## src/rtl/lsu_pkg.sv

```systemverilog
// Shared definitions for the load/store unit: operation codes, FSM states,
// byte-mask constants and small decode helpers used by the FSM and the
// lane formatter.
package lsu_pkg;

    localparam int LSU_XLEN     = 32;
    localparam int LSU_RD_W     = 4;
    localparam int LSU_OP_WIDTH = 4;

    // Operation codes carried on i_lsu_op
    localparam logic [LSU_OP_WIDTH-1:0] LSU_NONE = 4'd0;
    localparam logic [LSU_OP_WIDTH-1:0] LSU_LB   = 4'd1;
    localparam logic [LSU_OP_WIDTH-1:0] LSU_LH   = 4'd2;
    localparam logic [LSU_OP_WIDTH-1:0] LSU_LW   = 4'd3;
    localparam logic [LSU_OP_WIDTH-1:0] LSU_LBU  = 4'd4;
    localparam logic [LSU_OP_WIDTH-1:0] LSU_LHU  = 4'd5;
    localparam logic [LSU_OP_WIDTH-1:0] LSU_SB   = 4'd6;
    localparam logic [LSU_OP_WIDTH-1:0] LSU_SH   = 4'd7;
    localparam logic [LSU_OP_WIDTH-1:0] LSU_SW   = 4'd8;

    // Byte-enable patterns
    localparam logic [3:0] MASK_NONE    = 4'b0000;
    localparam logic [3:0] MASK_BYTE0   = 4'b0001;
    localparam logic [3:0] MASK_HALF_LO = 4'b0011;
    localparam logic [3:0] MASK_HALF_HI = 4'b1100;
    localparam logic [3:0] MASK_WORD    = 4'b1111;

    // LSU transaction states
    typedef enum logic [1:0] {
        ST_IDLE = 2'd0,
        ST_REQ  = 2'd1,
        ST_WAIT = 2'd2,
        ST_DONE = 2'd3
    } lsu_state_e;

    function automatic logic op_is_load(input logic [LSU_OP_WIDTH-1:0] op);
        return (op == LSU_LB) || (op == LSU_LH) || (op == LSU_LW) ||
               (op == LSU_LBU) || (op == LSU_LHU);
    endfunction

    function automatic logic op_is_store(input logic [LSU_OP_WIDTH-1:0] op);
        return (op == LSU_SB) || (op == LSU_SH) || (op == LSU_SW);
    endfunction

    function automatic logic op_is_half(input logic [LSU_OP_WIDTH-1:0] op);
        return (op == LSU_LH) || (op == LSU_LHU) || (op == LSU_SH);
    endfunction

    function automatic logic op_is_word(input logic [LSU_OP_WIDTH-1:0] op);
        return (op == LSU_LW) || (op == LSU_SW);
    endfunction

endpackage

```

## src/rtl/lsu_fmt.sv

```systemverilog
// Combinational lane formatter: store data replication and byte enables,
// load lane extraction with sign/zero extension, and misalignment detection.
module lsu_fmt
    import lsu_pkg::*;
(
    input  logic [LSU_OP_WIDTH-1:0] req_op,
    input  logic [1:0]              req_off,
    input  logic [LSU_XLEN-1:0]     req_rs2,
    input  logic [LSU_OP_WIDTH-1:0] rsp_op,
    input  logic [1:0]              rsp_off,
    input  logic [LSU_XLEN-1:0]     rsp_rdata,
    output logic                    req_is_mem,
    output logic                    req_is_store,
    output logic                    req_misalign,
    output logic [LSU_XLEN-1:0]     req_wdata,
    output logic [3:0]              req_wmask,
    output logic                    rsp_is_load,
    output logic [LSU_XLEN-1:0]     rsp_load_data
);

    logic [LSU_XLEN-1:0] byte_rep;
    logic [LSU_XLEN-1:0] half_rep;
    logic [7:0]          byte_sel;
    logic [15:0]         half_sel;

    // Memory expects the data already sitting in the addressed lane; copying
    // it into every lane lets the byte enables alone pick the target.
    generate
        for (genvar gi = 0; gi < 4; gi++) begin : g_lane
            assign byte_rep[gi*8 +: 8] = req_rs2[7:0];
            assign half_rep[gi*8 +: 8] = req_rs2[(gi % 2)*8 +: 8];
        end
    endgenerate

    // Request-side decode: memory/store classification and misalignment
    always_comb begin
        req_is_mem   = op_is_load(req_op) || op_is_store(req_op);
        req_is_store = op_is_store(req_op);
        req_misalign = (op_is_half(req_op) && req_off[0]) ||
                       (op_is_word(req_op) && (req_off != 2'b00));
    end

    // Store data and byte-enable generation (loads leave both at zero)
    always_comb begin
        req_wdata = '0;
        req_wmask = MASK_NONE;
        case (req_op)
            LSU_SB: begin
                req_wdata = byte_rep;
                req_wmask = MASK_BYTE0 << req_off;
            end
            LSU_SH: begin
                req_wdata = half_rep;
                req_wmask = req_off[1] ? MASK_HALF_HI : MASK_HALF_LO;
            end
            LSU_SW: begin
                req_wdata = req_rs2;
                req_wmask = MASK_WORD;
            end
            default: ;
        endcase
    end

    // Load lane selection using the offset captured with the request
    always_comb begin
        case (rsp_off)
            2'd0:    byte_sel = rsp_rdata[7:0];
            2'd1:    byte_sel = rsp_rdata[15:8];
            2'd2:    byte_sel = rsp_rdata[23:16];
            default: byte_sel = rsp_rdata[31:24];
        endcase
        half_sel    = rsp_off[1] ? rsp_rdata[31:16] : rsp_rdata[15:0];
        rsp_is_load = op_is_load(rsp_op);
    end

    // Sign or zero extension of the selected lane
    always_comb begin
        rsp_load_data = '0;
        case (rsp_op)
            LSU_LB:  rsp_load_data = {{24{byte_sel[7]}}, byte_sel};
            LSU_LBU: rsp_load_data = {24'd0, byte_sel};
            LSU_LH:  rsp_load_data = {{16{half_sel[15]}}, half_sel};
            LSU_LHU: rsp_load_data = {16'd0, half_sel};
            LSU_LW:  rsp_load_data = rsp_rdata;
            default: ;
        endcase
    end

endmodule

```

## src/rtl/lsu.sv

```systemverilog
// Load/store stage: accepts one EXU packet at a time, performs at most one
// data-memory transaction (req/gnt then rvalid) and hands a registered
// writeback packet to the WBU over valid/ready.
module lsu
    import lsu_pkg::*;
#(
    parameter int CPU_WIDTH    = LSU_XLEN,
    parameter int RD_IDX_WIDTH = LSU_RD_W
) (
    input  logic                    i_clk,
    input  logic                    i_rst,
    input  logic                    i_valid,
    output logic                    o_ready,
    input  logic [LSU_OP_WIDTH-1:0] i_lsu_op,
    input  logic [CPU_WIDTH-1:0]    i_exu_rd_data,
    input  logic [CPU_WIDTH-1:0]    i_rs2_data,
    input  logic [RD_IDX_WIDTH-1:0] i_rd_idx,
    output logic                    o_mem_req,
    output logic                    o_mem_we,
    output logic [CPU_WIDTH-1:0]    o_mem_addr,
    output logic [CPU_WIDTH-1:0]    o_mem_wdata,
    output logic [3:0]              o_mem_wmask,
    input  logic                    i_mem_gnt,
    input  logic                    i_mem_rvalid,
    input  logic [CPU_WIDTH-1:0]    i_mem_rdata,
    output logic                    o_valid,
    input  logic                    i_wbu_ready,
    output logic [CPU_WIDTH-1:0]    o_wb_data,
    output logic [RD_IDX_WIDTH-1:0] o_wb_rd_idx,
    output logic                    o_wb_wen,
    output logic                    o_misalign
);

    lsu_state_e state_q, state_d;

    logic                    mem_req_q,   mem_req_d;
    logic                    mem_we_q,    mem_we_d;
    logic [CPU_WIDTH-1:0]    mem_addr_q,  mem_addr_d;
    logic [CPU_WIDTH-1:0]    mem_wdata_q, mem_wdata_d;
    logic [3:0]              mem_wmask_q, mem_wmask_d;
    logic [LSU_OP_WIDTH-1:0] op_q,        op_d;
    logic [1:0]              off_q,       off_d;
    logic [RD_IDX_WIDTH-1:0] rd_idx_q,    rd_idx_d;
    logic                    valid_q,     valid_d;
    logic [CPU_WIDTH-1:0]    wb_data_q,   wb_data_d;
    logic                    wb_wen_q,    wb_wen_d;
    logic                    misalign_q,  misalign_d;

    logic                    ready;
    logic                    accept;
    logic                    rsp_done;
    logic                    req_is_mem;
    logic                    req_is_store;
    logic                    req_misalign;
    logic [CPU_WIDTH-1:0]    req_wdata;
    logic [3:0]              req_wmask;
    logic                    rsp_is_load;
    logic [CPU_WIDTH-1:0]    rsp_load_data;

    // Request fields come straight from the EXU; response decode uses the
    // op and byte offset captured at acceptance.
    lsu_fmt u_fmt (
        .req_op        (i_lsu_op),
        .req_off       (i_exu_rd_data[1:0]),
        .req_rs2       (i_rs2_data),
        .rsp_op        (op_q),
        .rsp_off       (off_q),
        .rsp_rdata     (i_mem_rdata),
        .req_is_mem    (req_is_mem),
        .req_is_store  (req_is_store),
        .req_misalign  (req_misalign),
        .req_wdata     (req_wdata),
        .req_wmask     (req_wmask),
        .rsp_is_load   (rsp_is_load),
        .rsp_load_data (rsp_load_data)
    );

    // State register
    always_ff @(posedge i_clk or negedge i_rst) begin
        if (!i_rst) begin
            state_q <= ST_IDLE;
        end else begin
            state_q <= state_d;
        end
    end

    // Next-state logic; a grant and response in the same cycle skip WAIT
    always_comb begin
        state_d = state_q;
        case (state_q)
            ST_IDLE: begin
                if (accept) begin
                    state_d = (!req_is_mem || req_misalign) ? ST_DONE : ST_REQ;
                end
            end
            ST_REQ: begin
                if (i_mem_gnt) begin
                    state_d = i_mem_rvalid ? ST_DONE : ST_WAIT;
                end
            end
            ST_WAIT: begin
                if (i_mem_rvalid) begin
                    state_d = ST_DONE;
                end
            end
            ST_DONE: begin
                if (i_wbu_ready) begin
                    state_d = ST_IDLE;
                end
            end
            default: state_d = ST_IDLE;
        endcase
    end

    // Handshake outputs decoded from state; only IDLE takes a new packet
    always_comb begin
        ready  = (state_q == ST_IDLE);
        accept = i_valid && ready;
        rsp_done = i_mem_rvalid &&
                   (((state_q == ST_REQ) && i_mem_gnt) || (state_q == ST_WAIT));
    end

    // Datapath next values for the request and writeback registers
    always_comb begin
        mem_req_d   = mem_req_q;
        mem_we_d    = mem_we_q;
        mem_addr_d  = mem_addr_q;
        mem_wdata_d = mem_wdata_q;
        mem_wmask_d = mem_wmask_q;
        op_d        = op_q;
        off_d       = off_q;
        rd_idx_d    = rd_idx_q;
        valid_d     = valid_q;
        wb_data_d   = wb_data_q;
        wb_wen_d    = wb_wen_q;
        misalign_d  = misalign_q;

        case (state_q)
            ST_IDLE: begin
                if (accept) begin
                    op_d     = i_lsu_op;
                    off_d    = i_exu_rd_data[1:0];
                    rd_idx_d = i_rd_idx;
                    if (!req_is_mem) begin
                        valid_d   = 1'b1;
                        wb_data_d = i_exu_rd_data;
                        wb_wen_d  = (i_rd_idx != '0);
                    end else if (req_misalign) begin
                        valid_d    = 1'b1;
                        misalign_d = 1'b1;
                        wb_wen_d   = 1'b0;
                        wb_data_d  = '0;
                    end else begin
                        mem_req_d   = 1'b1;
                        mem_we_d    = req_is_store;
                        mem_addr_d  = {i_exu_rd_data[CPU_WIDTH-1:2], 2'b00};
                        mem_wdata_d = req_wdata;
                        mem_wmask_d = req_wmask;
                    end
                end
            end
            ST_REQ: begin
                if (i_mem_gnt) begin
                    mem_req_d = 1'b0;
                end
            end
            ST_DONE: begin
                if (i_wbu_ready) begin
                    valid_d    = 1'b0;
                    misalign_d = 1'b0;
                    wb_wen_d   = 1'b0;
                end
            end
            default: ;
        endcase

        // Stores complete with an ack only; loads write back the formatted lane
        if (rsp_done) begin
            valid_d = 1'b1;
            if (rsp_is_load) begin
                wb_data_d = rsp_load_data;
                wb_wen_d  = (rd_idx_q != '0);
            end else begin
                wb_data_d = '0;
                wb_wen_d  = 1'b0;
            end
        end
    end

    // Datapath registers
    always_ff @(posedge i_clk or negedge i_rst) begin
        if (!i_rst) begin
            mem_req_q   <= 1'b0;
            mem_we_q    <= 1'b0;
            mem_addr_q  <= '0;
            mem_wdata_q <= '0;
            mem_wmask_q <= MASK_NONE;
            op_q        <= LSU_NONE;
            off_q       <= 2'b00;
            rd_idx_q    <= '0;
            valid_q     <= 1'b0;
            wb_data_q   <= '0;
            wb_wen_q    <= 1'b0;
            misalign_q  <= 1'b0;
        end else begin
            mem_req_q   <= mem_req_d;
            mem_we_q    <= mem_we_d;
            mem_addr_q  <= mem_addr_d;
            mem_wdata_q <= mem_wdata_d;
            mem_wmask_q <= mem_wmask_d;
            op_q        <= op_d;
            off_q       <= off_d;
            rd_idx_q    <= rd_idx_d;
            valid_q     <= valid_d;
            wb_data_q   <= wb_data_d;
            wb_wen_q    <= wb_wen_d;
            misalign_q  <= misalign_d;
        end
    end

    assign o_ready     = ready;
    assign o_mem_req   = mem_req_q;
    assign o_mem_we    = mem_we_q;
    assign o_mem_addr  = mem_addr_q;
    assign o_mem_wdata = mem_wdata_q;
    assign o_mem_wmask = mem_wmask_q;
    assign o_valid     = valid_q;
    assign o_wb_data   = wb_data_q;
    assign o_wb_rd_idx = rd_idx_q;
    assign o_wb_wen    = wb_wen_q;
    assign o_misalign  = misalign_q;

endmodule

```

## config.mk

```make
export PLATFORM = sky130hd
export DESIGN_NAME = lsu
export DESIGN_NICKNAME = d
export VERILOG_FILES = /design/src/rtl/lsu_pkg.sv /design/src/rtl/lsu_fmt.sv /design/src/rtl/lsu.sv
export SDC_FILE = /design/constraint.sdc
export NUM_CORES = 1
export LEC_CHECK = 0
export ABC_AREA = 1
export ABC_CLOCK_PERIOD_IN_PS = 3300
export BUFFER_PORTS_ARGS = -buffer_cell sky130_fd_sc_hd__buf_4
export CAP_MARGIN = 20
export CORE_MARGIN = 2
export CORE_UTILIZATION = 55
export CTS_BUF_LIST = sky130_fd_sc_hd__clkbuf_4 sky130_fd_sc_hd__clkbuf_8 sky130_fd_sc_hd__clkbuf_16
export DETAILED_ROUTE_END_ITERATION = 7
export HOLD_SLACK_MARGIN = 0.03
export PLACE_DENSITY = 0.9
export SLEW_MARGIN = 20
export SYNTH_ARGS = -nofsm -noshare
export SYNTH_HDL_FRONTEND = slang
export SYNTH_SLANG_ARGS = --single-unit
```

## constraint.sdc

```tcl
create_clock -name i_clk -period 3.3 [get_ports i_clk]
set_input_delay 0.165 -clock i_clk [delete_from_list [all_inputs] [get_ports i_clk]]
set_output_delay 0.165 -clock i_clk [all_outputs]
set_load 0.01 [all_outputs]
```

==> impl_results.md, run 1 <==
- Status: completed
- Hold path depth: 3
- Via/cell ratio: 5.44
- RR Endpoint: o_mem_addr[10]
- Top area cells in the synthesized netlist: dfrtp_1, nand2_1, o21ai_0
- Initial DRC Count: 692
- WL per Instance: 15.9 um
- Synth Area per Inst: 6.91 um^2
- Worst Hold End: o_mem_wdata[3]
- Post-route ant nets: 0
- GP Congestion: 0.929
- Mapped Area: 0.00635 mm^2
- Clock slew at reported path FFs: 0.06 ns
- Clock buffer depth: 2
- CP Launch Type: flip-flop
- Syn. warnings: 0
- Setup slack, reg-to-reg: 0.64 ns
- Max incr delay on CP: 0.56 ns
- Port Buffer Count: 217
- Worst hold start: i_rs2_data[3]
- Setup CP Type: flip-flop to flip-flop
- I/O Pins: 220
- Final WL: 20900 um
- CTS root buffer: clkbuf_16
- CTS buffer count: 17
- Layout cells sized above 1: 0.235
- Hold Path Class: primary input to flip-flop
- Setup Slack @ Placement: 0.735 ns
- CTS Hold Bufs: 40
- CP arrival: 3.01 ns
- DR DRC count: 0
- Via count: 7136
- Syn Inst Count: 919
- Setup Skew: 0.00675 ns
- Max stage delay cell, worst path: inv_2
- Yosys top cell area share: 0.453
- Static leakage: 5.11 nW
- Setup Viol. Count Final: 0
- CP Max Fanout: 38
- Setup repair bufs after CTS: 0
- Worst skew pair latency: 0.42 ns
- Initial antenna violation count: 0
- 1st-pass router iterations: 5
- Power density over cell area: 838 mW/mm^2
- Die W: 111 um
- Pin count of the biggest net entering global routing: 74
- Vias in the first global route: 6745
- First-pass GRT wire length: 33600 um
- Sinks on the clock net: 115
- Max Clk Rate: 376 MHz
- Crit-path cells: inv_1 > ha_1 > nand2_1 > inv_2 > nand2_4 > inv_2 > nand2_1 > nand2_1
- Die ar.: 0.0124 mm^2
- Cell mode on critical path: nand2_1
- Htree depth: 4
- Resized cells post-CTS: 0
- Hold Slack: 0.0311 ns
- CTS tree: built
- Overflow left after global routing: 0
- #FFs+latches synth: 115
- Final HPWL DP: 13900 um
- Ant diodes: 0
- Initial Util: 0.561
- Hold Fails Final Rpt: 0
- Data required, critical path: 3.65 ns
- Peak supply drop: 0.584 mV
- Core area: 0.0113 mm^2
- Final Core Density: 0.798
- Final Cycle Share: 0.805
- Area leader, netlist: dfrtp_1
- Reg-to-reg startpoint: state_q[0]
- Total track usage: 0.341
- Area grow syn2layout: 42.3%
- Sum Neg Setup Slack: 0 ns
- Row count: 39
- Die Y: 111 um
- Layout Nets: 1271
- Critical Path Sink Type: flip-flop
- Fin worst setup slack: 0.643 ns
- Worst r2r path cells: 8
- RSZ-0062 raised after global routing: false
- Final Critical Period: 2.66 ns
- Post-synthesis cell type count: 32
- Relative slew slack: 0.402
- Register area share after synthesis: 0.453
- Max-Cap Viols: 0
- Max-slew violations: 0
- Worst slew pin tran: 0.897 ns
-- layer usage --
layer | up-vias | routed length, um | track usage
met5 | - | 0 | 0
met4 | 0 | 937 | 0.151
met3 | 82 | 1880 | 0.0811
met2 | 429 | 9860 | 0.544
met1 | 3253 | 8200 | 0.446
li1 | 3372 | - | -
-- worst max-delay path, delay by kind of cell (launching register included) --
family                     cells  cell delay, ns
adders and majority gates      1            0.31
buffers and inverters          3            1.03
DFF                            1            0.40
and+or+nand+nor                4            0.85
-- cells by family after synthesis --
group	after synthesis	share of synthesized area
and+or+nand+nor	584	0.377
DFF	115	0.453
buffers and inverters	108	0.0753
AOI/OAI and AO/OA	107	0.0861
adders and majority gates	4	0.00788
other	1	0.000591
-- synthesized netlist by cell type --
library cell / count
buf_1: 2
a21oi_1: 24
nand3_4: 1
o22ai_1: 1
clkbuf_1: 14
a22oi_1: 1
nand3_2: 3
nor4_1: 1
o211a_1: 1
or2_2: 3
nand2_1: 451
nand2_2: 2
nor2_8: 1
dfrtp_1: 115
nand2_4: 2
inv_1: 55
nor2_2: 2
buf_4: 5
a31oi_1: 2
ha_1: 4
inv_2: 7
nor2_1: 37
buf_2: 19
nand3_1: 71
o21ai_0: 72
buf_6: 4
nand4_1: 8
conb_1: 1
nor3_1: 1
o21ai_1: 6
clkinv_1: 2
nor2_4: 1
-- how the worst max path moves through the flow --
stage / from / endpoint / depth (start not counted)
floorplan: state_q[0] / o_wb_data[6] / 11
global placement: state_q[0] / o_mem_addr[25] / 8
detailed placement: state_q[0] / o_mem_addr[12] / 8
CTS: state_q[0] / o_mem_wdata[22] / 8
global route: state_q[0] / o_mem_addr[12] / 8
finish: state_q[0] / o_mem_addr[10] / 8
-- per-stage QoR --
step	area (um^2)	total power, mW	cells
2_1_floorplan	6350	4.07	920
3_3_place_gp	7990	5.34	1241
3_5_place_dp	7990	5.41	1241
4_1_cts	9030	7.53	1312
5_1_grt	9030	8.06	1312
6_report	9030	7.57	1312
-- sequential cells by signal (all words and copies together) (netlist names) --
signal,count
o_mem_wmask,4
op_q,4
state_q,2
o_mem_req,1
off_q,2
o_misalign,1
o_valid,1
o_wb_rd_idx,4
o_mem_we,1
o_wb_wen,1
o_mem_wdata,32
o_wb_data,32
o_mem_addr,30
-- final cells by class --
cell class	count	area, um^2
clock buffer	21	468
clock inverter	10	180
inverter	64	240
tap	143	179
timing repair buffer	262	2090
sequential	115	2880
multi-input combinational	697	3000
fill	773	2290
-- placed cells by master (no fill, tap or decap), types with 8 or more instances in the layout --
cell | synthesis | routed
clkbuf_16 | 0 | 17
nand3_1 | 71 | 71
o21ai_0 | 72 | 72
buf_4 | 5 | 220
inv_1 | 55 | 55
dfrtp_1 | 115 | 115
dlygate4sd3_1 | 0 | 40
nand2_1 | 451 | 451
nor2_1 | 37 | 37
a21oi_1 | 24 | 24
nand4_1 | 8 | 8
-- power breakdown --
| part | total [mW] | internal [mW] | switching, mW |
|---|---|---|---|
| sequential | 2.38 | 1.97 | 0.406 |
| combinational | 3.14 | 1.33 | 1.82 |
| clock | 2.05 | 1.39 | 0.664 |
Note: power is estimated with default switching activity, not from simulation.
==> run 2, diff against run 1 <==
--- a/config.mk
+++ b/config.mk
@@ -5,16 +5,16 @@
 export SDC_FILE = /design/constraint.sdc
 export NUM_CORES = 1
 export LEC_CHECK = 0
-export ABC_AREA = 1
-export ABC_CLOCK_PERIOD_IN_PS = 3300
+export ABC_AREA = 0
+export ABC_CLOCK_PERIOD_IN_PS = 2400
 export BUFFER_PORTS_ARGS = -buffer_cell sky130_fd_sc_hd__buf_4
 export CAP_MARGIN = 20
 export CORE_MARGIN = 2
-export CORE_UTILIZATION = 55
+export CORE_UTILIZATION = 45
 export CTS_BUF_LIST = sky130_fd_sc_hd__clkbuf_4 sky130_fd_sc_hd__clkbuf_8 sky130_fd_sc_hd__clkbuf_16
 export DETAILED_ROUTE_END_ITERATION = 7
 export HOLD_SLACK_MARGIN = 0.03
-export PLACE_DENSITY = 0.9
+export PLACE_DENSITY = 0.8
 export SLEW_MARGIN = 20
 export SYNTH_ARGS = -nofsm -noshare
 export SYNTH_HDL_FRONTEND = slang
==> constraint.sdc (replaced) <==
create_clock -name i_clk -period 2.4 [get_ports i_clk]
set_input_delay 0.12 -clock i_clk [delete_from_list [all_inputs] [get_ports i_clk]]
set_output_delay 0.12 -clock i_clk [all_outputs]
set_load 0.01 [all_outputs]
==> run 2 against run 1 <==
Compared with the run above:
- worst setup slack lost 0.40 ns
- highest routed layer unchanged
- critical path type unchanged
- largest cell class unchanged
- register-to-register slack lost 0.40 ns
- global-route usage shrank 5.9 points
- non-clock buffer count grew 37
- via count shrank 12%
==> impl_results.md, run 2 <==
- Status: completed
- Sinks on the clock net: 115 (unchanged)
- Final Critical Period: 2.16 ns (-0.501 ns)
- Worst skew pair latency: 0.41 ns (about the same)
- Area leader, netlist: dfrtp_1
- Static leakage: 4.30 nW (-16%)
- Die Y: 120 um (+7.8%)
- Relative slew slack: 0.535 (+0.133)
- RR Endpoint: o_wb_data[7]
- Critical Path Sink Type: flip-flop
- Largest family of logic cells by synthesized area: compound AO/OA/AOI/OAI gates
- CTS root buffer: clkbuf_16
- Post-synthesis cell type count: 57 (+78%)
- Via/cell ratio: 5.55 (+2.0%)
- Commonest cells after routing, fill and taps aside: buf_4, nand2_1, dfrtp_1, a21oi_1, nor2_1
- Final HPWL DP: 14000 um (+0.54%)
- Core area: 0.0132 mm^2 (+17%)
- Max incr delay on CP: 0.43 ns (-0.13 ns)
- Hold Slack: 0.0491 ns (+0.0180 ns)
- CP Launch Type: flip-flop
- CP top delay family: compound AO/OA/AOI/OAI gates
- Ant diodes: 0 (unchanged)
- Mux cell area share after synthesis: 0.0686 (+0.0686)
- WP buf/inv: 1 (-2)
- First-pass GRT wire length: 31600 um (-5.9%)
- #FFs+latches synth: 115 (unchanged)
- Max-slew violations: 0 (unchanged)
- Prevailing post-synth register cell: dfrtp_1
- Initial Util: 0.460 (-0.100)
- Final WL: 20400 um (-2.3%)
- Setup slack, reg-to-reg: 0.24 ns (-0.40 ns)
- Placed cell count: 1040 (-16%)
- Synth cell count leaders: nand2_1, dfrtp_1, a21oi_1
- Non-Filler Instances: 1133 (-14%)
- Row count: 42 (+7.7%)
- Total track usage: 0.282 (-0.0585)
- Hold Path Class: primary input to flip-flop
- Power density over cell area: 1190 mW/mm^2 (+42%)
- CP Max Fanout: 10 (-74%)
- CP arrival: 2.49 ns (-0.52 ns)
- Post-DP Area: 0.00788 mm^2 (-1.3%)
- Syn Inst Count: 679 (-26%)
- CTS buffer count: 17 (unchanged)
- Design area: 0.00911 mm^2 (+0.87%)
- Hold Fails Final Rpt: 0 (unchanged)
- Die ar.: 0.0144 mm^2 (+16%)
- Setup repair bufs after CTS: 0 (unchanged)
- # fillers: 1017 (+32%)
- Die W: 120 um (+7.8%)
- Worst hold start: i_exu_rd_data[1]
- Peak supply drop: 0.628 mV (+7.6%)
- Worst r2r path cells: 7 (-1)
- Synth Area in Compound Gates: 0.226 (+0.140)
- Initial DRC Count: 574 (-17%)
- Sum Neg Setup Slack: 0 ns (unchanged)
- Commonest non-fill, non-tap cell in the layout: buf_4
- Max-Cap Viols: 0 (unchanged)
- Port Buffer Count: 217 (unchanged)
- Cell mode on critical path: a21oi_1
- Max Clk Rate: 464 MHz (+23%)
- CTS tree: built
- Asr flop ratio synth: 1.00 (unchanged)
- Hold path depth: 2 (-1)
- Setup Skew: 0.00451 ns (-0.00224 ns)
- Synth Area per Inst: 8.94 um^2 (+29%)
- Clock slew at reported path FFs: 0.05 ns (about the same)
- Setup Viol. Count Final: 0 (unchanged)
- Final Cycle Share: 0.898 (+0.0931)
- Adder-cell share of the synthesized area: 0.00824 (+0.000359)
- Register area share after synthesis: 0.474 (+0.0206)
- RSZ-0062 raised after global routing: false
- Via count: 6283 (-12%)
- Mapped Area: 0.00607 mm^2 (-4.4%)
- Max stage delay cell, worst path: nand4_1
- GP Congestion: 0.953 (+2.5%)
- Area grow syn2layout: 50.1%
- Yosys top cell area share: 0.474 (+0.0206)
- Pin count of the biggest net entering global routing: 63 (-15%)
- 1st-pass router iterations: 5 (unchanged)
- Data required, critical path: 2.74 ns (-0.91 ns)
- Syn. warnings: 0 (unchanged)
- Reg-to-reg startpoint: state_q[1]
- Setup CP Type: flip-flop to flip-flop
- Post-Synth Simple-Gate Area: 0.176 (-0.201)
- I/O Pins: 220 (unchanged)
- XOR/XNOR share of the synthesized area: 0.00144 (+0.00144)
- Post-route ant nets: 0 (unchanged)
- Clock buffer depth: 2 (unchanged)
- Final Core Density: 0.691 (-0.107)
- DR DRC count: 0 (unchanged)
- Htree depth: 4 (unchanged)
- Worst Hold End: off_q[1]
- Most common cell in the netlist: nand2_1
- Critical path origin: state_q[1]
- Crit-path cells: inv_1 > ha_1 > a21o_1 > nand4_1 > a21oi_1 > a21oi_1 > a21oi_1
- Worst slew pin tran: 0.693 ns (-0.204 ns)
- Overflow left after global routing: 0 (unchanged)
- Number of synthesized flops with an enable pin: 0 (unchanged)
- WL per Instance: 18.0 um (+13%)
- Initial antenna violation count: 0 (unchanged)
- Layout Nets: 1059 (-17%)
- Layout cells sized above 1: 0.313 (+0.0782)
- Top area cells in the synthesized netlist: dfrtp_1, nand2_1, a21oi_1
- Vias in the first global route: 6085 (-9.8%)
## run 2: changes by cell type after synthesis, sizes merged, moves of 19 or more
cell / previous run / this run
nand2: 455 / 123
mux2: 0 / 19
o21ai: 78 / 34
a22o: 0 / 19
nand2b: 0 / 20
nand3: 75 / 3
nor2: 41 / 71
inv: 62 / 10
a21oi: 24 / 86
## run 2: repair_timing
action | in CTS | in global routing
gates resized for setup | 1 | 0
endpoints found under the hold margin | 111 | 0
setup endpoints to repair | 12 | 0
hold buffers | 62 | 0
## run 2: per-stage QoR
stage,setup WS [ns],power (mW)
3_5_place_dp,0.0208,8.15
3_3_place_gp,0.0871,8.03
2_1_floorplan,0.260,6.02
4_1_cts,0.262,10.9
6_report,0.244,10.9
5_1_grt,0.0567,11.6
## run 2: kinds of logic (layout without fill, tap and decap cells)
| group | Yosys count | after routing |
|---|---|---|
| compound gates | 217 | 217 |
| xor+xnor | 1 | 1 |
| fa+ha+maj | 4 | 4 |
| buf+inv | 63 | 340 |
| flops | 115 | 115 |
| mux | 38 | 38 |
| other cells | 1 | 2 |
| simple gates | 240 | 240 |
## run 2: area by class of cell
class | instances | area, um^2 | area share
clock buffer | 21 | 468 | 0.0513
sequential | 115 | 2880 | 0.316
inverter | 10 | 37.5 | 0.00412
timing repair buffer | 299 | 2420 | 0.266
tap | 176 | 220 | 0.0242
multi-input combinational | 502 | 2950 | 0.324
clock inverter | 10 | 133 | 0.0146
## run 2: routing by layer
layer | track usage | vias to the layer above | part of all wire
met2 | 0.474 | 299 | 0.49
met1 | 0.347 | 3002 | 0.40
met5 | 0 | - | 0
met3 | 0.0835 | 30 | 0.093
met4 | 0.0941 | 0 | 0.018
li1 | - | 2952 | -
## run 2: worst max-delay path by stage
stage | cells past startpoint | slack [ns] | to
finish | 7 | 0.24 | o_wb_data[7]
global route | 7 | 0.06 | o_wb_data[7]
CTS | 7 | 0.26 | o_wb_data[7]
detailed placement | 6 | 0.02 | o_wb_data[9]
global placement | 6 | 0.09 | o_wb_data[31]
floorplan | 8 | 0.26 | o_valid
## run 2: power by group
part	internal (mW)	switching [mW]	total, mW	leakage [nW]
logic	2.31	2.57	4.88	2.58
registers	2.82	0.581	3.40	1.43
clock network	1.69	0.895	2.59	0.292
